$ cat src/rtl/upscale_fetch_ctrl.sv
// Fetch sequencer for the 2x/2x linear upscaler: primes a two-pixel window in
// horizontal blanking, then streams one source read per two output pixels.
module upscale_fetch_ctrl #(
    parameter int SRC_W  = 320,
    parameter int SRC_H  = 240,
    parameter int ADDR_W = 17,
    parameter int DATA_W = 12
) (
    input  logic              clk,
    input  logic              reset_n,
    input  logic              line_start,
    input  logic [9:0]        disp_y,
    input  logic              de,
    output logic              rd_en,
    output logic [ADDR_W-1:0] rd_addr,
    input  logic [DATA_W-1:0] rd_data,
    output logic [DATA_W-1:0] p1_data,
    output logic [DATA_W-1:0] p2_data,
    output logic              x_is_odd,
    output logic              pix_valid,
    output logic              err_underrun
);

    localparam int K_W = $clog2(SRC_W);
    localparam logic [8:0]  LAST_ROW = 9'(SRC_H - 1);
    localparam logic [31:0] ADDR_MAX = (ADDR_W >= 32) ? 32'hFFFF_FFFF
                                                      : ((32'd1 << ADDR_W) - 32'd1);

    typedef enum logic [2:0] {
        IDLE,
        PRIME0,
        PRIME1,
        PRIME2,
        READY,
        ACTIVE
    } state_t;

    state_t              state;
    logic [ADDR_W-1:0]   base_reg;
    logic [K_W-1:0]      k_reg;
    logic                phase_reg;
    logic                rd_issued_reg;
    logic [DATA_W-1:0]   s0_reg;
    logic [DATA_W-1:0]   s1_reg;

    logic [8:0]          half_row;
    logic [8:0]          row_clamped;
    logic [31:0]         base_wide;
    logic [ADDR_W-1:0]   base_sat;
    logic                fetch_ok;
    logic                active_cycle;
    logic                active_read;
    logic                prime_read;
    logic [31:0]         addr_wide;
    logic                unused_bits;

    assign unused_bits = disp_y[0];

    // Vertical doubling: output rows 2n and 2n+1 share source row n.
    assign half_row    = disp_y[9:1];
    assign row_clamped = (half_row > LAST_ROW) ? LAST_ROW : half_row;

    generate
        if (SRC_W == 320) begin : g_shift_mul
            assign base_wide = (32'(row_clamped) << 8) + (32'(row_clamped) << 6);
        end else begin : g_generic_mul
            assign base_wide = 32'(row_clamped) * 32'(SRC_W);
        end
    endgenerate

    assign base_sat = (base_wide > ADDR_MAX) ? ADDR_MAX[ADDR_W-1:0] : base_wide[ADDR_W-1:0];

    // Reads are strobed in the cycle they are needed so the data lands on the odd phase.
    assign fetch_ok     = (32'(k_reg) + 32'd2) <= 32'(SRC_W - 1);
    assign active_cycle = de && !line_start && ((state == READY) || (state == ACTIVE));
    assign active_read  = active_cycle && !phase_reg && fetch_ok;
    assign prime_read   = (state == PRIME0) || (state == PRIME1);
    assign rd_en        = prime_read || active_read;

    always_comb begin
        addr_wide = 32'(base_reg) + 32'(k_reg) + 32'd2;
        if (state == PRIME0) begin
            addr_wide = 32'(base_reg);
        end else if (state == PRIME1) begin
            addr_wide = 32'(base_reg) + 32'd1;
        end
    end

    assign rd_addr = !rd_en ? '0
                   : (addr_wide > ADDR_MAX) ? ADDR_MAX[ADDR_W-1:0]
                   : addr_wide[ADDR_W-1:0];

    always_ff @(posedge clk or negedge reset_n) begin
        if (!reset_n) begin
            state         <= IDLE;
            base_reg      <= '0;
            k_reg         <= '0;
            phase_reg     <= 1'b0;
            rd_issued_reg <= 1'b0;
            s0_reg        <= '0;
            s1_reg        <= '0;
            p1_data       <= '0;
            p2_data       <= '0;
            x_is_odd      <= 1'b0;
            pix_valid     <= 1'b0;
            err_underrun  <= 1'b0;
        end else begin
            rd_issued_reg <= active_read;
            if (line_start) begin
                base_reg  <= base_sat;
                k_reg     <= '0;
                phase_reg <= 1'b0;
                pix_valid <= 1'b0;
                state     <= PRIME0;
                if (de) begin
                    err_underrun <= 1'b1;
                end
            end else begin
                case (state)
                    IDLE: begin
                        pix_valid <= 1'b0;
                        phase_reg <= 1'b0;
                        if (de) begin
                            err_underrun <= 1'b1;
                        end
                    end
                    PRIME0, PRIME1, PRIME2: begin
                        if (state == PRIME1) begin
                            s0_reg <= rd_data;
                        end
                        if (state == PRIME2) begin
                            s1_reg <= rd_data;
                        end
                        // Video started before the window was full: drop the line.
                        if (de) begin
                            err_underrun <= 1'b1;
                            state        <= IDLE;
                        end else begin
                            state <= (state == PRIME0) ? PRIME1
                                   : (state == PRIME1) ? PRIME2 : READY;
                        end
                    end
                    READY, ACTIVE: begin
                        if (de) begin
                            p1_data   <= s0_reg;
                            p2_data   <= s1_reg;
                            x_is_odd  <= phase_reg;
                            pix_valid <= 1'b1;
                            phase_reg <= ~phase_reg;
                            state     <= ACTIVE;
                            if (phase_reg) begin
                                s0_reg <= s1_reg;
                                // No read past the right edge: s1 holds, replicating the last pixel.
                                if (rd_issued_reg) begin
                                    s1_reg <= rd_data;
                                end
                                if (32'(k_reg) < 32'(SRC_W - 1)) begin
                                    k_reg <= k_reg + 1'b1;
                                end
                            end
                        end else begin
                            pix_valid <= 1'b0;
                            phase_reg <= 1'b0;
                            state     <= (state == ACTIVE) ? IDLE : READY;
                        end
                    end
                    default: begin
                        state <= IDLE;
                    end
                endcase
            end
        end
    end

endmodule

$ cat config.mk
export PLATFORM = sky130hd
export DESIGN_NAME = upscale_fetch_ctrl
export DESIGN_NICKNAME = d
export VERILOG_FILES = /design/src/rtl/upscale_fetch_ctrl.sv
export SDC_FILE = /design/constraint.sdc
export NUM_CORES = 1
export LEC_CHECK = 0
export ABC_AREA = 1
export BUFFER_PORTS_ARGS = -buffer_cell sky130_fd_sc_hd__buf_2
export CAP_MARGIN = 20
export CORE_UTILIZATION = 46
export CTS_CLUSTER_SIZE = 30
export DETAILED_ROUTE_END_ITERATION = 10
export PLACE_DENSITY = 0.66
export SLEW_MARGIN = 25
export SYNTH_ARGS = -nofsm -noshare
export SYNTH_HDL_FRONTEND = slang
export SYNTH_SLANG_ARGS = --single-unit
$ cat constraint.sdc
create_clock -name clk -period 8.9 [get_ports clk]
set_input_delay 1.78 -clock clk [delete_from_list [all_inputs] [get_ports clk]]
set_output_delay 1.78 -clock clk [all_outputs]
set_load 0.05 [all_outputs]
==> summary.md <==
| Metric | Value |
|---|---|
| Ys flop type | `dfrtp_1` |
| Mux cell area share after synthesis | `0%` |
| Vert. Die Dim | `106 µm` |
| Detailed placer's ending HPWL | `8.05 mm` |
| Port Buffers | `69` |
| Fin Setup TNS | `0 ns` |
| CTS tree | `built` |
| Hold Buf Count CTS | `0` |
| Compound-gate portion of the synthesized area | `15.6%` |
| Leak | `2.97 nW` |
| Max stage delay on crit path | `0.57 ns` |
| Final #Nets | `775` |
| Hold Vio Cnt, Final | `0` |
| Pins over their slew limit | `0` |
| Syn Nets | `714` |
| CTS clk-pin slew, worst paths | `0.09 ns` |
| Most frequent CP cell | `inv_1` |
| WHS | `0.487 ns` |
| Pin count of the biggest net entering global routing | `78` |
| Final wirelength | `11.0 mm` |
| First-pass GRT wire length | `18.8 mm` |
| Final Wtd Congestion | `0.871` |
| CTS buffer count | `9` |
| #FFs+latches synth | `77` |
| Yosys top cell by area | `dfrtp_1` |
| Power density over cell area | `215 nW/µm²` |
| Post-Synth Adder-Cell Area | `7.80%` |
| Worst setup margin | `3.39 ns` |
| CTS H-tree depth | `3` |
| Footprint of the multi-input gates | `2600 µm²` |
| Worst relative slew slack | `45.9%` |
| Antenna cells | `0` |
| CTS root buffer | `clkbuf_8` |
| Vias/cell | `5.20` |
| FILL cells | `1002` |
| Layout cells sized above 1 | `18.6%` |
| Critical Path RT | `7.12 ns` |
| Area growth from synthesis to layout | `12.5%` |
| Share of the synthesized area in the top cell type | `38.5%` |
| Core area | `10400 µm²` |
| Die Span X | `106 µm` |
| Crit-path slowest cell | `dfrtp_1` |
| Synth async-reset ratio | `100%` |
| Crit path capture type | `primary output` |
| Vias in the first global route | `4251` |
| Post-CTS setup buffers | `0` |
| DRT iter0 DRCs | `205` |
| Worst min path class | `reg2reg` |
| DRC viols | `0` |
| Post-Synth XOR/XNOR Area | `0.875%` |
| Crit path cell chain | `inv_1, ha_1, inv_1, ha_1, inv_1, fa_1, inv_1, nand3_1, nand2_1, nand3_2, nand2_1, nand2_1, nand2_2, nand4_4, inv_1, nor2_1, nor2_1, buf_2` |
| Post-route ant nets | `0` |
| Status | `finished clean` |
| Worst Tran Pin Value | `0.810 ns` |
| Synth Cell Area | `5010 µm²` |
| Syn Area/Cell | `7.61 µm²` |
| Initial antenna violation count | `0` |
| Clk buf depth | `2` |
| Post-Synth Simple-Gate Area | `27.5%` |
| Setup Viol. Count Final | `0` |
| Critical Path Start Type | `register` |
| Initial Utilization | `48.1%` |
| Post-layout min period | `5.51 ns` |
| Count leader, synth | `nand2_1` |
| Synth top cells by count | `nand2_1 (158), inv_1 (95), dfrtp_1 (77), nor2_1 (49), o21ai_0 (47)` |
| Clk_lat worst skew | `0.35 ns` |
| Storage cell area | `1930 µm²` |
| Yosys cell types | `45` |
| Dpl ws | `3.44 ns` |
| Max-Cap Viols | `0` |
| Arrival time at the worst endpoint | `3.73 ns` |
| Clock Sink Count | `77` |
| Post-cts sizing count | `0` |
| Total congestion overflow | `0` |
| Number of I/O pins | `71` |
| Area contributors post-synth | `dfrtp_1 (38%), nand2_1 (12%), inv_1 (7.1%), ha_1 (7.0%), o21ai_0 (4.7%)` |
| Part of the Yosys area used for sequential elements | `38.5%` |
| Synth Instances | `658` |
| Drt wl/cell | `12.8 µm` |
| Via count | `4475` |
| Critical path class | `reg2out` |
| Die ar. | `11300 µm²` |
| FP Rows | `37` |
| RSZ-0062 raised after global routing | `false` |
| Fmax | `181 MHz` |
| Main combinational cell family by area after synthesis | `simple AND/OR/NAND/NOR gates` |
| Worst Skew | `0.00988 ns` |
| Fin crit share | `62.0%` |
| Detailed Routing Iterations Pass 1 | `4` |
| Post-synth EDFFs | `0` |
| Syn. warnings | `0` |
| Total GRT Usage | `20.4%` |
| Maximum vdd ir drop | `0.140 mV` |
| Crit-path max FO | `15` |
[worst max-delay path, delay by kind of cell (launching register included)]
| kind | cells | cell delay, ns |
|---|---|---|
| buffers and inverters | 6 | 0.91 |
| adder cells (fa/ha/maj) | 3 | 0.91 |
| AND/OR/NAND/NOR | 9 | 0.99 |
| flip-flops | 1 | 0.57 |
[through the flow]
step	power [mW]	area (µm²)	std cells	utilization, %
after floorplan	0.831	5010	658	-
after global placement	0.930	5420	844	52.0
after detailed placement	0.941	5420	844	52.0
after CTS	1.22	5630	860	54.0
after global routing	1.29	5630	860	54.1
final	1.21	5630	860	54.1
[power by group]
group	switching, mW	internal, mW	leakage (nW)
Sequential	0.0451	0.439	0.942
Combinational	0.341	0.109	1.92
Clock	0.142	0.136	0.107
[layout by cell type, fill, tap and decap left out, types with 2 or more instances in the layout]
master    Yosys  final
nand2_1     158    158
inv_1        95     95
dfrtp_1      77     77
buf_2         6     68
nor2_1       49     49
o21ai_0      47     47
nand3_1      40     40
a21oi_1      30     30
ha_1         28     28
o211ai_1     15     15
nand4_1      15     15
o21ai_1      12     12
a21oi_2      10     10
clkbuf_8      0      9
nand2_2       8      8
nor2_2        6      6
o21bai_1      6      6
inv_2         5      5
or2_2         4      4
inv_6         0      4
nor3_2        3      3
nand3_2       3      3
xor2_1        3      3
nor2_4        2      2
xnor2_1       2      2
o22ai_1       2      2
o21a_1        2      2
fa_1          2      2
[path summary, 6_finish.rpt]
kind	from	endpoint	slack, ns	cells after the start
worst max-delay path	base_reg[5]$_DFFE_PN0P_	rd_addr[9]	3.39	18
worst min-delay path	p1_data[9]$_DFFE_PN0P_	p1_data[9]$_DFFE_PN0P_	0.49	2
worst max register to register	state[2]$_DFFE_PN0P_	rd_issued_reg$_DFF_PN0_	6.67	8
worst min register to register	p1_data[9]$_DFFE_PN0P_	p1_data[9]$_DFFE_PN0P_	0.49	2
max in group asynchronous	reset_n	p1_data[3]$_DFFE_PN0P_	6.97	1
min in group asynchronous	reset_n	k_reg[5]$_DFFE_PN0P_	1.44	1
[per-layer routing]
| metal | up-vias | wire (µm) | global-route usage, % |
|---|---|---|---|
| li1 | 2270 | - | - |
| met1 | 2126 | 5250 | 26.1 |
| met2 | 64 | 5240 | 34.9 |
| met3 | 15 | 278 | 3.07 |
| met4 | 0 | 210 | 7.44 |
| met5 | - | 0 | 0 |
[cells by family after synthesis]
| group | count (synthesis) |
|---|---|
| other cells | 1 |
| flops | 77 |
| fa+ha+maj | 30 |
| compound gates | 130 |
| simple gates | 296 |
| xor+xnor | 5 |
| buf+inv | 119 |
[area by class of cell]
type                    count  share of cell area (%)
clock buffers               9                    2.20
clock inverters             7                    1.51
inverters                 100                    6.67
multi-input cells         462                    46.1
flip-flops and latches     77                    34.2
well taps                 136                    3.02
repair buffers             69                    6.24
Power figures use the tool's default switching activity.
